==> src/rtl/joy_db15_pkg.sv <==
// joy_db15_pkg: shared constants and types for the DB15 serial joystick responder.
//   JOY_DB15_NBITS  - default frame length (P1 bits 0..11, then P2 bits 0..11)
//   JOY_DB15_PAD_W  - width of one player word
//   JB_*            - bit positions inside a player word (active-low buttons)
//   tx_state_t      - responder FSM states
package joy_db15_pkg;

   localparam int unsigned JOY_DB15_NBITS = 24;
   localparam int unsigned JOY_DB15_PAD_W = 12;

   localparam int unsigned JB_R          = 0;
   localparam int unsigned JB_L          = 1;
   localparam int unsigned JB_D          = 2;
   localparam int unsigned JB_U          = 3;
   localparam int unsigned JB_A          = 4;
   localparam int unsigned JB_B          = 5;
   localparam int unsigned JB_C          = 6;
   localparam int unsigned JB_D_BTN      = 7;
   localparam int unsigned JB_E          = 8;
   localparam int unsigned JB_F          = 9;
   localparam int unsigned JB_START      = 10;
   localparam int unsigned JB_L_SHOULDER = 11;

   typedef enum logic [1:0] {
      IDLE  = 2'd0,
      LOAD  = 2'd1,
      SHIFT = 2'd2,
      DONE  = 2'd3
   } tx_state_t;

endpackage

==> src/rtl/joy_db15_sync_edge.sv <==
// joy_db15_sync_edge: synchroniser + optional glitch filter + rise detector for
// one asynchronous control pin. All flops preset to 1 (idle-high pins).
//   clk_i   - core clock
//   rst_ni  - asynchronous active-low reset
//   async_i - asynchronous pin
//   level_o - synchronised (and optionally filtered) level
//   rise_o  - one-cycle pulse on a 0->1 transition of level_o
// Macro JOY_DB15_TX_GLITCH_FILTER_EN inserts a 3-sample majority filter after
// the synchroniser (rejects 1-cycle pulses, adds 2 cycles of latency).
module joy_db15_sync_edge #(
   parameter int unsigned STAGES = 2
) (
   input  logic clk_i,
   input  logic rst_ni,
   input  logic async_i,
   output logic level_o,
   output logic rise_o
);

   logic [STAGES-1:0] sync_q;
   logic              level;
   logic              prev_q;

   always_ff @(posedge clk_i or negedge rst_ni) begin
      if (!rst_ni) begin
         sync_q <= '1;
      end else begin
         sync_q <= {sync_q[STAGES-2:0], async_i};
      end
   end

`ifdef JOY_DB15_TX_GLITCH_FILTER_EN
   logic [2:0] hist_q;

   always_ff @(posedge clk_i or negedge rst_ni) begin
      if (!rst_ni) begin
         hist_q <= '1;
      end else begin
         hist_q <= {hist_q[1:0], sync_q[STAGES-1]};
      end
   end

   assign level = (hist_q[0] & hist_q[1]) | (hist_q[0] & hist_q[2]) |
                  (hist_q[1] & hist_q[2]);
`else
   assign level = sync_q[STAGES-1];
`endif

   always_ff @(posedge clk_i or negedge rst_ni) begin
      if (!rst_ni) begin
         prev_q <= 1'b1;
      end else begin
         prev_q <= level;
      end
   end

   assign level_o = level;
   assign rise_o  = level & ~prev_q;

endmodule

==> src/rtl/joy_db15_tx.sv <==
// joy_db15_tx: responder end of the SNAC DB15 serial joystick link. Emulates the
// adapter's parallel-in/serial-out chain: JOY_LOAD low latches {pad2,pad1},
// each JOY_CLK rise shifts one bit out on JOY_DATA (LSB of pad1 first).
//   i_clk      - core clock
//   RESETn     - asynchronous active-low reset
//   JOY_CLK    - async shift clock from reader (rising edge advances)
//   JOY_LOAD   - async parallel load from reader, active low
//   JOY_DATA   - serial data to reader (registered shreg[0])
//   pad1/pad2  - active-low player words
//   busy       - frame latched and not fully shifted
//   frame_done - one-cycle pulse once the last frame bit has been shifted past
//   bit_idx    - index of the bit currently on JOY_DATA (0..NBITS)
// Optional macro: JOY_DB15_TX_GLITCH_FILTER_EN (majority filter on both pins).
module joy_db15_tx
   import joy_db15_pkg::*;
#(
   parameter int unsigned NBITS       = JOY_DB15_NBITS,
   parameter int unsigned SYNC_STAGES = 2,
   parameter logic        FILL_BIT    = 1'b1
) (
   input  logic                      i_clk,
   input  logic                      RESETn,
   input  logic                      JOY_CLK,
   input  logic                      JOY_LOAD,
   output logic                      JOY_DATA,
   input  logic [JOY_DB15_PAD_W-1:0] pad1,
   input  logic [JOY_DB15_PAD_W-1:0] pad2,
   output logic                      busy,
   output logic                      frame_done,
   output logic [4:0]                bit_idx
);

   if (NBITS > 31) begin : g_nbits_chk
      $error("joy_db15_tx: NBITS must be <= 31");
   end
   if (SYNC_STAGES < 2) begin : g_sync_chk
      $error("joy_db15_tx: SYNC_STAGES must be >= 2");
   end

   localparam logic [4:0] LAST_IDX = 5'(NBITS);

   logic clk_rise;
   logic clk_lvl_unused;
   logic load_lvl;
   logic load_rise;

   joy_db15_sync_edge #(.STAGES(SYNC_STAGES)) u_clk_sync (
      .clk_i   (i_clk),
      .rst_ni  (RESETn),
      .async_i (JOY_CLK),
      .level_o (clk_lvl_unused),
      .rise_o  (clk_rise)
   );

   joy_db15_sync_edge #(.STAGES(SYNC_STAGES)) u_load_sync (
      .clk_i   (i_clk),
      .rst_ni  (RESETn),
      .async_i (JOY_LOAD),
      .level_o (load_lvl),
      .rise_o  (load_rise)
   );

   tx_state_t        state_q, state_d;
   logic [NBITS-1:0] shreg_q, shreg_d;
   logic [4:0]       idx_q,   idx_d;
   logic             done_q,  done_d;

   always_ff @(posedge i_clk or negedge RESETn) begin
      if (!RESETn) begin
         state_q <= IDLE;
         shreg_q <= '1;
         idx_q   <= '0;
         done_q  <= 1'b0;
      end else begin
         state_q <= state_d;
         shreg_q <= shreg_d;
         idx_q   <= idx_d;
         done_q  <= done_d;
      end
   end

   // Load dominates everything (74x165 behaviour): while synced LOAD is low the
   // pads are re-latched every cycle and clock rises are dropped, including the
   // rise that coincides with LOAD release (state is still LOAD that cycle).
   always_comb begin
      state_d = state_q;
      shreg_d = shreg_q;
      idx_d   = idx_q;
      done_d  = 1'b0;
      if (!load_lvl) begin
         state_d = LOAD;
         shreg_d = NBITS'({pad2, pad1});
         idx_d   = '0;
      end else begin
         case (state_q)
            IDLE: begin
            end
            LOAD: begin
               if (load_rise) begin
                  state_d = SHIFT;
               end
            end
            SHIFT: begin
               if (clk_rise) begin
                  shreg_d = {FILL_BIT, shreg_q[NBITS-1:1]};
                  idx_d   = idx_q + 5'd1;
                  if (idx_q + 5'd1 == LAST_IDX) begin
                     state_d = DONE;
                     done_d  = 1'b1;
                  end
               end
            end
            DONE: begin
            end
            default: state_d = IDLE;
         endcase
      end
   end

   assign JOY_DATA   = shreg_q[0];
   assign busy       = (state_q == SHIFT);
   assign frame_done = done_q;
   assign bit_idx    = idx_q;

endmodule

==> config.mk <==
export PLATFORM = sky130hd
export DESIGN_NAME = joy_db15_tx
export DESIGN_NICKNAME = d
export VERILOG_FILES = /design/src/rtl/joy_db15_pkg.sv /design/src/rtl/joy_db15_sync_edge.sv /design/src/rtl/joy_db15_tx.sv
export SDC_FILE = /design/constraint.sdc
export NUM_CORES = 1
export LEC_CHECK = 0
export ABC_CLOCK_PERIOD_IN_PS = 1790
export CAP_MARGIN = 20
export CORE_MARGIN = 2
export CORE_UTILIZATION = 45
export DETAILED_ROUTE_END_ITERATION = 8
export PLACE_DENSITY = 0.72
export SLEW_MARGIN = 30
export SYNTH_ARGS = -nofsm -noshare
export SYNTH_HDL_FRONTEND = slang
export SYNTH_SLANG_ARGS = --single-unit
==> constraint.sdc <==
create_clock -name i_clk -period 1.79 [get_ports i_clk]
set_clock_uncertainty 0.2 [all_clocks]
set_input_delay 0.358 -clock i_clk [delete_from_list [all_inputs] [get_ports i_clk]]
set_output_delay 0.358 -clock i_clk [all_outputs]
set_load 0.05 [all_outputs]
[After elaboration in Yosys (flattened, before gate mapping)]
Index checks and enable logic that the tools add are counted.
Word-level totals
  register bits: 38
  output and inout bits: 8
Operators by class
  $add $sub $neg: 1
  equality and inequality tests: 9
  muxes and demuxes: 15
  bitwise operators: 4
  reduce and logical (&&, ||, !) cells: 2
Operators by type and width (number)
  24-bit two-way mux: 3
  5-bit two-way mux: 3
  3-bit != test (second input constant): 4
  2-bit two-way mux: 4
  5-bit by 1-bit adder with 5-bit output (second input constant): 1
  5-bit equality test (second input constant): 1
  1-bit two-way mux: 4
  2-bit != test (second input constant): 2
  2-bit case mux with 2 select lines: 1
  4-bit AND reduction: 1
  1-bit AND: 2
  2-bit by 1-bit equality test with 1-bit output (second input constant): 1
  2-bit equality test (second input constant): 1
  1-bit inverter: 2
  2-bit AND reduction: 1

[Depth between registers and ports, before layout]
Gate-level depths: netlist of run 1.
  depth in word-level cells: 6
  gate-level depth with buffers: 7

[By module]
A second synthesis of run 1 with hierarchy kept.
Second synthesis, totals
  cell total of the unflattened synthesis: 152
  area, all modules: 1751.7 µm²
Modules (own cells, without submodules)
  joy_db15_tx: times used 1, cells each 144, area each 1566.5 µm², seq. area each 830.8 µm²
  joy_db15_sync_edge: times used 2, cells each 4, area each 92.6 µm², seq. area each 78.8 µm²

[Least setup slack after synthesis of run 1]
OpenSTA, ideal clock, no wires.
  path type: register to register
  from: reg state_q[0]
  to: reg idx_q[4] (netlist: bit_idx[4])
  library setup time: 0.119 ns
  data arrival time: 1.749 ns
  setup slack: -0.278 ns
  stages on the path, launching flop included: 8
  buffers on the path: 1
  cells stage by stage: dfrtp_1 inv_1 ha_1 and3b_1 buf_6 nand4_2 xnor2_1 and2_1
Between the ends
  cells in the longest elaborated chain, start to end: 3
RTL lines
  start: declaration: RTL line joy_db15_tx.sv:63  | tx_state_t state_q, state_d;
  start signal: assignment: RTL line joy_db15_tx.sv:75  | state_q <= state_d;
  2-bit equality test
  named net busy: RTL line joy_db15_tx.sv:28  | output logic busy,
  2-bit != test (no source line)
  2-bit AND reduction (no source line)
  end signal: assignment: RTL line joy_db15_tx.sv:77  | idx_q <= idx_d;
  end: declaration: RTL line joy_db15_tx.sv:65  | logic [4:0] idx_q, idx_d;
The timed path passes the listed nets, and every way through them passes these cells.
A chain may end at the register's enable or synchronous reset.

[Final worst setup path of run 1]
  from: reg state_q[1]
  to: out busy
Between the ends
  cells in the longest elaborated chain, start to end: 1
RTL lines
  2-bit equality test: RTL line joy_db15_tx.sv:121  | assign busy = (state_q == SHIFT);
  end: declaration: RTL line joy_db15_tx.sv:28
No other way between the ends.

==> flow_summary.yaml, run 1 <==
grt:
  global_route.overflow_total: 0
  grt_pass1_wl_mm: 6.127
  pin_count_of_the_biggest_net_entering_global_routing: 38
  first_global_vias: 1432
  gr-usage-all-layers: 0.1880
  antenna_found_initial: 0
routing:
  detail_route.drc_violations: 0
  drt-vias-per-instance: 5.048
  route.detailed.wl_per_inst_um: 12.77
  first_pass_iters: 4
  detailroute.via_count: 1363
  antenna_violating_nets_post_route: 0
  drt-initial-drc-count: 40
  drt_wirelength_mm: 3.448
worst_setup_path:
  arrival_ns: 1.19
  worst_path_max_delay_cell: "sky130_fd_sc_hd__dfrtp_1"
  path_max_fanout: 5
  worstSetupEndpoint: "busy"
  worst-r2r-setup-slack_ns: 0.14
  worst_setup_path_category: "flop to output port"
  critPathRequiredTime_ns: 1.23
  critical_path_buf_inv_count: 2
  path_delay_family: "flip-flops"
  worst_setup_path_start_kind: "flop"
  rr_startpoint: "state_q[1]"
  cp-startpoint: "state_q[1]"
  reg2regPathDepth: 6
  cells_along_the_critical_path: "ha_4 -> buf_4 -> buf_12"
  regToRegEndpoint: "shreg_q[1]"
  worst_setup_path_end_kind: "output port"
  timing.critical_path.slowest_cell_delay_ns: 0.43
  crit_cells: 3
cts:
  cts_buffer_depth: 2
  ctsRootBufferMaster: "sky130_fd_sc_hd__clkbuf_8"
  tritoncts: "built"
  cts.sink_count: 38
  cts_made_buffers: 5
  cts.htree.levels: 2
  clkLatencyLatePin_ns: 0.29
  clkSlewWorstSetupHoldPaths_ns: 0.08
floorplan:
  floorplan.initialDensity: 0.4696
  placeableCoreArea_um2: 3661
  die_height_um: 65.81
  ios: 36
  floorplan.die.width_um: 65.81
  core.rowCount: 22
  die_area_um2: 4331
place:
  dp_hpwl_mm: 2.508
  dp_worst_setup_slack_ns: 0.04693
  numPlacedInstances: 260
  gp_congestion: 0.8491
  port_buffers: 35
sta:
  final_worst_slack_ns: 0.03796
  min_period_ns: 1.752
  slew_headroom: 0.7017
  grt_setup_unrepaired: "false"
  setup_violations: 0
  timing_max_transition_violations_final: 0
  timing.fmax_mhz: 570.8
  timing_hold_violations_final: 0
  tightest_slew_ns: 0.4475
  fin_crit_sh: 0.9788
  timing.setup.tns_ns: 0
logic_synthesis:
  yosysWarnings: 0
  syn_area_per_cell_um2: 9.551
  synth_edf_count: 0
  ys_ff_latch: 38
  synth.cell_area_um2: 1719
  area_share_of_the_largest_cell_type_after_synthesis: 0.4585
  ys_top_cells_by_count: "sky130_fd_sc_hd__nand2_1, sky130_fd_sc_hd__dfstp_2, sky130_fd_sc_hd__nor2_1, sky130_fd_sc_hd__a31oi_1, sky130_fd_sc_hd__dfrtp_1"
  part_of_the_yosys_area_used_for_sequential_elements: 0.5750
  synth_top_flop_cell: "sky130_fd_sc_hd__dfstp_2"
  yosysTopAreaCell: "sky130_fd_sc_hd__dfstp_2"
  ys_top_cells_by_area: "sky130_fd_sc_hd__dfstp_2, sky130_fd_sc_hd__dfrtp_1, sky130_fd_sc_hd__nand2_1"
  synth.most_common_cell: "sky130_fd_sc_hd__nand2_1"
  post_synth_inst_count: 180
  ys_async_sr_fraction: 1.000
  synth.distinct_cells: 25
  synthesis.nets: 211
cells_and_area:
  fraction_of_layout_instances_using_a_drive_strength_above_1: 0.2703
  instances_no_fill: 270
  flow.area_growth_from_synthesis_pct: 37.70
  fin_util: 0.6466
  finalNetCount: 252
  num_antenna_cells: 0
  count_of_fill_cells_added_during_filler_insertion: 308
power_and_ir_drop:
  cellLeakagePower_nw: 1.018
  ir_worst_vdd_uv: 591.0
  powerDensity_nw_per_um2: 953.9
  p_total_mw: 2.258
run_status:
  outcome: "finished, final reports clean"
run:
  maxCapViolCount: 0
worst_hold_path:
  min_path_cells: 0
  hold_path.class: "flop to flop"
==> layout make-up <==
cell class | count | area [um2] | area share
sequential | 38 | 988.4 | 0.4175
multi-input combinational | 128 | 666.9 | 0.2817
timing repair buffer | 45 | 531.8 | 0.2246
clock buffer | 5 | 68.82 | 0.02907
tap | 48 | 60.06 | 0.02537
clock inverter | 3 | 40.04 | 0.01691
inverter | 3 | 11.26 | 0.004757
==> kinds of logic (layout without fill, tap and decap cells) <==
family | Yosys count | count (layout) | synth area share
simple gates | 90 | 90 | 0.2271
fa+ha+maj | 3 | 3 | 0.02184
xor+xnor | 4 | 4 | 0.02038
buf+inv | 14 | 56 | 0.04512
flops | 38 | 38 | 0.5750
compound gates | 31 | 31 | 0.1106
==> worst register-to-register path, delay by kind of cell (launching register included) <==
kind            cells  cell delay, ns
flops               1            0.43
simple gates        2            0.23
compound gates      1            0.19
buf+inv             2            0.34
fa+ha+maj           1            0.18
==> what timing repair did <==
item	in CTS	in global routing
resized for setup	0	2
hold endpoints to repair	8	0
endpoints found under the setup margin	0	10
hold buffers	1	0
buffers inserted	0	1
==> power by group <==
part	internal, mW	total (mW)	switching [mW]
Clock	0.410	0.697	0.288
Sequential	1.01	1.08	0.0683
Combinational	0.243	0.484	0.241
Total	1.66	2.26	0.597
==> routing by layer <==
metal / share of wire / vias up / routed length [um] / global-route usage
met5: 0 / - / 0 / 0
met1: 0.43 / 653 / 1490 / 0.2047
met3: 0.040 / 7 / 137 / 0.04600
met2: 0.51 / 27 / 1767 / 0.3485
met4: 0.015 / 0 / 53 / 0.07031
li1: - / 676 / - / -
==> layout by cell type, fill, tap and decap left out, types with 2 or more instances in the layout <==
| master | synthesis | layout |
|---|---|---|
| sky130_fd_sc_hd__nand2_1 | 51 | 51 |
| sky130_fd_sc_hd__dfstp_2 | 30 | 30 |
| sky130_fd_sc_hd__nor2_1 | 26 | 26 |
| sky130_fd_sc_hd__clkdlybuf4s50_1 | 0 | 26 |
| sky130_fd_sc_hd__a31oi_1 | 24 | 24 |
| sky130_fd_sc_hd__buf_12 | 0 | 10 |
| sky130_fd_sc_hd__dfrtp_1 | 8 | 8 |
| sky130_fd_sc_hd__buf_4 | 0 | 6 |
| sky130_fd_sc_hd__and2_1 | 5 | 5 |
| sky130_fd_sc_hd__clkbuf_8 | 0 | 5 |
| sky130_fd_sc_hd__xnor2_1 | 4 | 4 |
| sky130_fd_sc_hd__inv_1 | 3 | 3 |
| sky130_fd_sc_hd__o21ai_0 | 3 | 3 |
| sky130_fd_sc_hd__a21oi_1 | 2 | 2 |
| sky130_fd_sc_hd__ha_1 | 3 | 2 |
| sky130_fd_sc_hd__clkinv_2 | 0 | 2 |
==> per-stage QoR <==
step | hold WS (ns) | instance area (um2)
6_report | 0.1588 | 2367
5_1_grt | 0.1622 | 2367
4_1_cts | 0.1599 | 2355
3_5_place_dp | 0.1324 | 2236
3_3_place_gp | 0.1251 | 2236
2_1_floorplan | -0.1376 | 1732
==> worst min path at each step <==
| stage | from | endpoint | slack, ns |
|---|---|---|---|
| final | u_load_sync.sync_q[0] | u_load_sync.sync_q[1] | 0.16 |
| after global routing | u_load_sync.sync_q[0] | u_load_sync.sync_q[1] | 0.16 |
| after CTS | u_load_sync.sync_q[0] | u_load_sync.sync_q[1] | 0.16 |
| after detailed placement | RESETn | state_q[1] | 0.13 |
| after global placement | RESETn | state_q[1] | 0.13 |
| after floorplan | RESETn | bit_idx[0] | -0.14 |
==> registers in the layout, indices dropped and copies added, names as in the netlist <==
signal              flops
shreg_q                24
u_load_sync.prev_q      1
u_clk_sync.sync_q       2
u_clk_sync.prev_q       1
bit_idx                 5
u_load_sync.sync_q      2
frame_done              1
state_q                 2
(Power assumes the default switching activity.)
==> run 2, diff against run 1 <==
--- a/config.mk
+++ b/config.mk
@@ -5,13 +5,12 @@
 export SDC_FILE = /design/constraint.sdc
 export NUM_CORES = 1
 export LEC_CHECK = 0
-export ABC_CLOCK_PERIOD_IN_PS = 1790
+export ABC_CLOCK_PERIOD_IN_PS = 1420
 export CAP_MARGIN = 20
 export CORE_MARGIN = 2
 export CORE_UTILIZATION = 45
 export DETAILED_ROUTE_END_ITERATION = 8
-export PLACE_DENSITY = 0.72
-export SLEW_MARGIN = 30
+export PLACE_DENSITY_LB_ADDON = 0.08
 export SYNTH_ARGS = -nofsm -noshare
 export SYNTH_HDL_FRONTEND = slang
 export SYNTH_SLANG_ARGS = --single-unit
==> constraint.sdc (replaced) <==
create_clock -name i_clk -period 1.42 [get_ports i_clk]
set_clock_uncertainty 0.2 [all_clocks]
set_input_delay 0.284 -clock i_clk [delete_from_list [all_inputs] [get_ports i_clk]]
set_output_delay 0.284 -clock i_clk [all_outputs]
set_load 0.05 [all_outputs]
==> run 2 against run 1 <==
  * The run now ends with negative setup slack left
  * Utilization rose by 9.2 points
  * Worst setup slack got worse by 0.26 ns
  * Via count is 5.2% higher
  * Largest power group unchanged
==> flow_summary.yaml, run 2 (same netlist as run 1, synthesis figures left out) <==
power_and_ir_drop:
  share_seq_of_total_power: 0.406
  combinational_share_of_power: 0.261
  cell_internal_pwr_mw: 2.481
  ir_worst_vdd_uv: 791.2
  powerDensity_nw_per_um2: 1241
  pwr-share-clk: 0.334
  swShare: 0.2611
  cellLeakagePower_nw: 1.147
  power.switching_mw: 0.8768
sta:
  fin_crit_sh: 1.154
  fin_worst_hold_slack_ns: 0.1569
  timing_hold_violations_final: 0
  final_worst_slack_ns: -0.2184
  grt_setup_unrepaired: "true"
  min_period_ns: 1.638
  setup_violations: 34
  slew_headroom: 0.7619
  tightest_slew_ns: 0.3571
  timing.fmax_mhz: 610.4
  timing_max_transition_violations_final: 0
cts:
  ctsRootBufferMaster: "sky130_fd_sc_hd__clkbuf_8"
  clkLatencyLatePin_ns: 0.29
  tritoncts: "built"
  clkSlewWorstSetupHoldPaths_ns: 0.08
  cts_made_buffers: 5
  cts.htree.levels: 2
  cts_buffer_depth: 2
  cts.sink_count: 38
worst_setup_path:
  cells_along_the_critical_path: "ha_4 -> buf_6 -> buf_12"
  worst_path_max_delay_cell: "sky130_fd_sc_hd__dfrtp_2"
  cp-startpoint: "state_q[1]"
  critPathRequiredTime_ns: 0.94
  critical_path_buf_inv_count: 2
  path_max_fanout: 3
  timing.critical_path.slowest_cell_delay_ns: 0.43
  worst_setup_path_end_kind: "output port"
  rr_startpoint: "state_q[0]"
  worst_setup_path_start_kind: "flop"
  worst_setup_path_category: "flop to output port"
  arrival_ns: 1.15
  path_delay_family: "flip-flops"
place:
  gp_congestion: 0.8099
  dp_hpwl_mm: 2.555
  port_buffers: 35
  post_dp_cell_area_um2: 2349
grt:
  gr-usage-all-layers: 0.1872
  antenna_found_initial: 0
  grt_pass1_wl_mm: 6.182
  global_route.overflow_total: 0
  pin_count_of_the_biggest_net_entering_global_routing: 41
  first_global_vias: 1410
cells_and_area:
  count_of_fill_cells_added_during_filler_insertion: 246
  num_antenna_cells: 0
  fin_util: 0.7389
  layout_common_cells: "sky130_fd_sc_hd__nand2_1, sky130_fd_sc_hd__dfstp_2, sky130_fd_sc_hd__clkdlybuf4s50_1"
  flow.area_growth_from_synthesis_pct: 57.35
  largest-register: "shreg_q"
  post_route_design_area_um2: 2705
  fraction_of_layout_instances_using_a_drive_strength_above_1: 0.4364
  finalNetCount: 266
  largest_register_ffs: 24
  layout.cells.most_common: "sky130_fd_sc_hd__nand2_1"
floorplan:
  core.rowCount: 22
  die_area_um2: 4331
  placeableCoreArea_um2: 3661
  ios: 36
  die_height_um: 65.81
  floorplan.die.width_um: 65.81
  floorplan.initialDensity: 0.4696
routing:
  detail_route.drc_violations: 0
  detailroute.via_count: 1434
  drt-vias-per-instance: 5.049
  first_pass_iters: 4
  drt_wirelength_mm: 3.708
  antenna_violating_nets_post_route: 0
  drt-initial-drc-count: 52
  route.detailed.wl_per_inst_um: 13.06
run:
  maxCapViolCount: 0
worst_hold_path:
  hold_path.class: "flop to flop"
  hold_start: "u_load_sync.sync_q[0]"
run_status:
  outcome: "finished with violations"
  failed_checks: "negative setup slack"
run 2: stage by stage:
stage	setup slack (ns)	std cells	total power [mW]	setup TNS (ns)
global placement	-0.1243	267	1.954	-1.668
finish	-0.2184	284	3.358	-4.585
global route	-0.2837	284	3.516	-6.910
floorplan	-0.2683	180	1.704	-5.183
CTS	-0.2310	281	3.249	-4.320
detailed placement	-0.2105	267	2.000	-3.954
run 2: final cells by class:
cell class	count	area [um2]	area share
Tap cell	48	60.06	0.02220
Inverter	3	11.26	0.004163
Sequential cell	38	996.0	0.3682
Clock buffer	6	82.58	0.03053
Clock inverter	2	60.06	0.02220
Multi-Input combinational cell	128	785.8	0.2905
Timing Repair Buffer	59	709.4	0.2623
run 2: path summary, 6_finish.rpt:
| kind | end | slack, ns | depth (start not counted) |
|---|---|---|---|
| worst min register to register | u_load_sync.sync_q[1] | 0.16 | 0 |
| worst max-delay path | busy | -0.22 | 3 |
| max in group asynchronous | shreg_q[16] | 0.26 | 3 |
| worst max register to register | bit_idx[4] | -0.21 | 7 |
| min in group asynchronous | frame_done | 0.23 | 2 |
| worst min-delay path | u_load_sync.sync_q[1] | 0.16 | 0 |
run 2: timing repair:
item | 4_1_cts | 5_1_grt
cloned | 0 | 1
endpoints found under the setup margin | 37 | 36
pin swaps | 13 | 21
gates resized for setup | 17 | 19
hold buffers | 1 | 0
hold endpoints to repair | 14 | 0
buffers inserted | 6 | 2
run 2: worst register-to-register path: stages (launching register included):
cell	delay, ns
sky130_fd_sc_hd__dfrtp_1	0.41
sky130_fd_sc_hd__inv_2	0.08
sky130_fd_sc_hd__ha_4	0.14
sky130_fd_sc_hd__and3b_2	0.23
sky130_fd_sc_hd__buf_6	0.14
sky130_fd_sc_hd__nand4_4	0.07
sky130_fd_sc_hd__xnor2_1	0.12
sky130_fd_sc_hd__and2_1	0.14
run 2: layer usage:
layer,part of all wire,vias to the layer above,global-route usage
met2,0.51,31,0.3157
met3,0.040,4,0.03237
met1,0.44,694,0.2326
li1,-,705,-
met5,0,-,0
met4,0.0076,0,0.08854
run 2: power by group through the flow:
stage,clock [mW],sequential (mW),combinational [mW]
after global placement,0,1.36,0.596
after CTS,1.15,1.35,0.749
after floorplan,0,1.37,0.336
final,1.12,1.36,0.875
after detailed placement,0,1.36,0.635
after global routing,1.19,1.38,0.953
==> run 3, diff against run 2 <==
--- a/config.mk
+++ b/config.mk
@@ -11,6 +11,7 @@
 export CORE_UTILIZATION = 45
 export DETAILED_ROUTE_END_ITERATION = 8
 export PLACE_DENSITY_LB_ADDON = 0.08
+export SETUP_SLACK_MARGIN = 0.1
 export SYNTH_ARGS = -nofsm -noshare
 export SYNTH_HDL_FRONTEND = slang
 export SYNTH_SLANG_ARGS = --single-unit
==> run 3 against run 2 <==
  * The flow still finishes with violations (negative setup slack)
  * Largest cell class unchanged
  * Critical path depth grew 4
  * Critical endpoint is now shreg_q[21]
  * Utilization grew 9.8 points
  * Largest power group unchanged
  * Worst hold slack improved by 0.0016 ns
  * Cell area is 13% higher
  * Via count increased by 9.6%
  * Non-clock buffer count up 17
  * Sequential share of layout area shrank 4.4 points
  * First-iteration DRC count grew 54%
==> flow_summary.yaml, run 3 (same netlist as run 1, synthesis figures left out) <==
floorplan:
  die_area_um2: 4331
  floorplan.die.width_um: 65.81
  core.rowCount: 22
  ios: 36
  floorplan.initialDensity: 0.4696
  die_height_um: 65.81
  placeableCoreArea_um2: 3661
routing:
  antenna_violating_nets_post_route: 0
  drt-vias-per-instance: 5.219
  detailroute.via_count: 1571
  drt_wirelength_mm: 5.170
  detail_route.drc_violations: 0
  route.detailed.wl_per_inst_um: 17.18
  drt-initial-drc-count: 80
  first_pass_iters: 5
worst_setup_path:
  critPathRequiredTime_ns: 1.43
  worst_setup_path_category: "flop to flop"
  worst_setup_path_start_kind: "flop"
  path_max_fanout: 6
  cp-startpoint: "state_q[1]"
  rr_startpoint: "state_q[1]"
  arrival_ns: 1.69
  worst_setup_path_end_kind: "flop"
power_and_ir_drop:
  cell_internal_pwr_mw: 2.413
  power.switching_mw: 1.034
  powerDensity_nw_per_um2: 1124
  combinational_share_of_power: 0.331
  share_seq_of_total_power: 0.405
  ir_worst_vdd_uv: 684.8
  cellLeakagePower_nw: 1.312
  pwr-share-clk: 0.265
  p_total_mw: 3.447
  swShare: 0.2999
cts:
  ctsRootBufferMaster: "sky130_fd_sc_hd__clkbuf_8"
  cts.htree.levels: 2
  cts.sink_count: 38
  tritoncts: "built"
  clkSlewWorstSetupHoldPaths_ns: 0.08
  cts_buffer_depth: 2
  cts_made_buffers: 5
  clkLatencyLatePin_ns: 0.29
sta:
  timing_max_transition_violations_final: 0
  slew_headroom: 0.8290
  timing_hold_violations_final: 0
  setup_violations: 38
  tightest_slew_ns: 0.2555
  timing.fmax_mhz: 593.7
  grt_setup_unrepaired: "true"
  fin_crit_sh: 1.186
  fin_worst_hold_slack_ns: 0.1585
  final_worst_slack_ns: -0.2643
  min_period_ns: 1.684
place:
  port_buffers: 35
  numPlacedInstances: 270
  gp_congestion: 0.7735
  post_dp_cell_area_um2: 2405
  dp_hpwl_mm: 2.568
cells_and_area:
  flow.area_growth_from_synthesis_pct: 78.31
  instances_no_fill: 301
  post_route_design_area_um2: 3065
  largest-register: "shreg_q"
  largest_register_ffs: 24
  layout.cells.most_common: "sky130_fd_sc_hd__dfstp_2"
  num_antenna_cells: 0
  fraction_of_layout_instances_using_a_drive_strength_above_1: 0.5455
  finalNetCount: 283
  layout_common_cells: "sky130_fd_sc_hd__dfstp_2, sky130_fd_sc_hd__clkdlybuf4s50_1, sky130_fd_sc_hd__nand2_1, sky130_fd_sc_hd__nor2_1, sky130_fd_sc_hd__a31oi_1"
grt:
  global_route.overflow_total: 0
  pin_count_of_the_biggest_net_entering_global_routing: 39
  antenna_found_initial: 0
  grt_pass1_wl_mm: 7.314
  first_global_vias: 1587
  gr-usage-all-layers: 0.2269
run_status:
  outcome: "finished with violations"
  failed_checks: "negative setup slack"
worst_hold_path:
  hold_path.class: "flop to flop"
  hold_start: "u_clk_sync.sync_q[0]"
run:
  maxCapViolCount: 0
==> run 3: worst max-delay path: stages (launching register included) <==
cell and delay, ns:
sky130_fd_sc_hd__dfrtp_1 0.44, sky130_fd_sc_hd__ha_4 0.19, sky130_fd_sc_hd__buf_6 0.12, sky130_fd_sc_hd__nand3b_4 0.13, sky130_fd_sc_hd__buf_6 0.14, sky130_fd_sc_hd__clkbuf_16 0.14, sky130_fd_sc_hd__nand2_2 0.04, sky130_fd_sc_hd__a31oi_1 0.20
==> run 3: power by group through the flow <==
stage                     Combinational [mW]  Sequential [mW]  Clock, mW
after detailed placement               0.688             1.37          0
after global placement                 0.629             1.36          0
after global routing                    1.21             1.41      0.980
after CTS                              0.990             1.35      0.918
final                                   1.14             1.40      0.912
after floorplan                        0.341             1.37          0
==> run 3: what timing repair did <==
action,in CTS,in global routing
buffers inserted,17,4
gates resized for setup,32,50
cloned,2,1
pin swaps,21,33
hold buffers,1,0
setup endpoints to repair,40,40
hold endpoints to repair,38,0
==> run 3: final cells by class <==
type | count | area, um2
Timing Repair Buffer | 76 | 925.9
Multi-Input combinational cell | 128 | 964.7
Tap cell | 48 | 60.06
Fill cell | 189 | 595.6
Inverter | 3 | 11.26
Clock buffer | 5 | 68.82
Sequential cell | 38 | 994.7
Clock inverter | 3 | 40.04
==> run 3: layer usage <==
layer	global-route usage	routed length (um)	vias to the layer above
met2	0.3902	2735	45
li1	-	-	747
met5	0	0	-
met1	0.2798	2098	762
met3	0.04600	193	17
met4	0.08594	143	0
==> run 3: per-stage QoR <==
step / setup slack [ns] / setup TNS (ns) / util
3_5_place_dp: -0.2200 / -3.204 / 0.6569
5_1_grt: -0.3556 / -8.942 / 0.8373
3_3_place_gp: -0.1206 / -2.068 / 0.6569
2_1_floorplan: -0.2808 / -5.488 / -
4_1_cts: -0.2143 / -5.250 / 0.7707
6_report: -0.2643 / -6.727 / 0.8373
==> run 3: final timing paths <==
path | end | slack [ns] | cells after the start
max | shreg_q[21] | -0.26 | 7
min in group asynchronous | frame_done | 0.28 | 3
min reg2reg | u_clk_sync.sync_q[1] | 0.16 | 0
min | u_clk_sync.sync_q[1] | 0.16 | 0
max reg2reg | shreg_q[21] | -0.26 | 7
max in group asynchronous | shreg_q[22] | 0.48 | 3
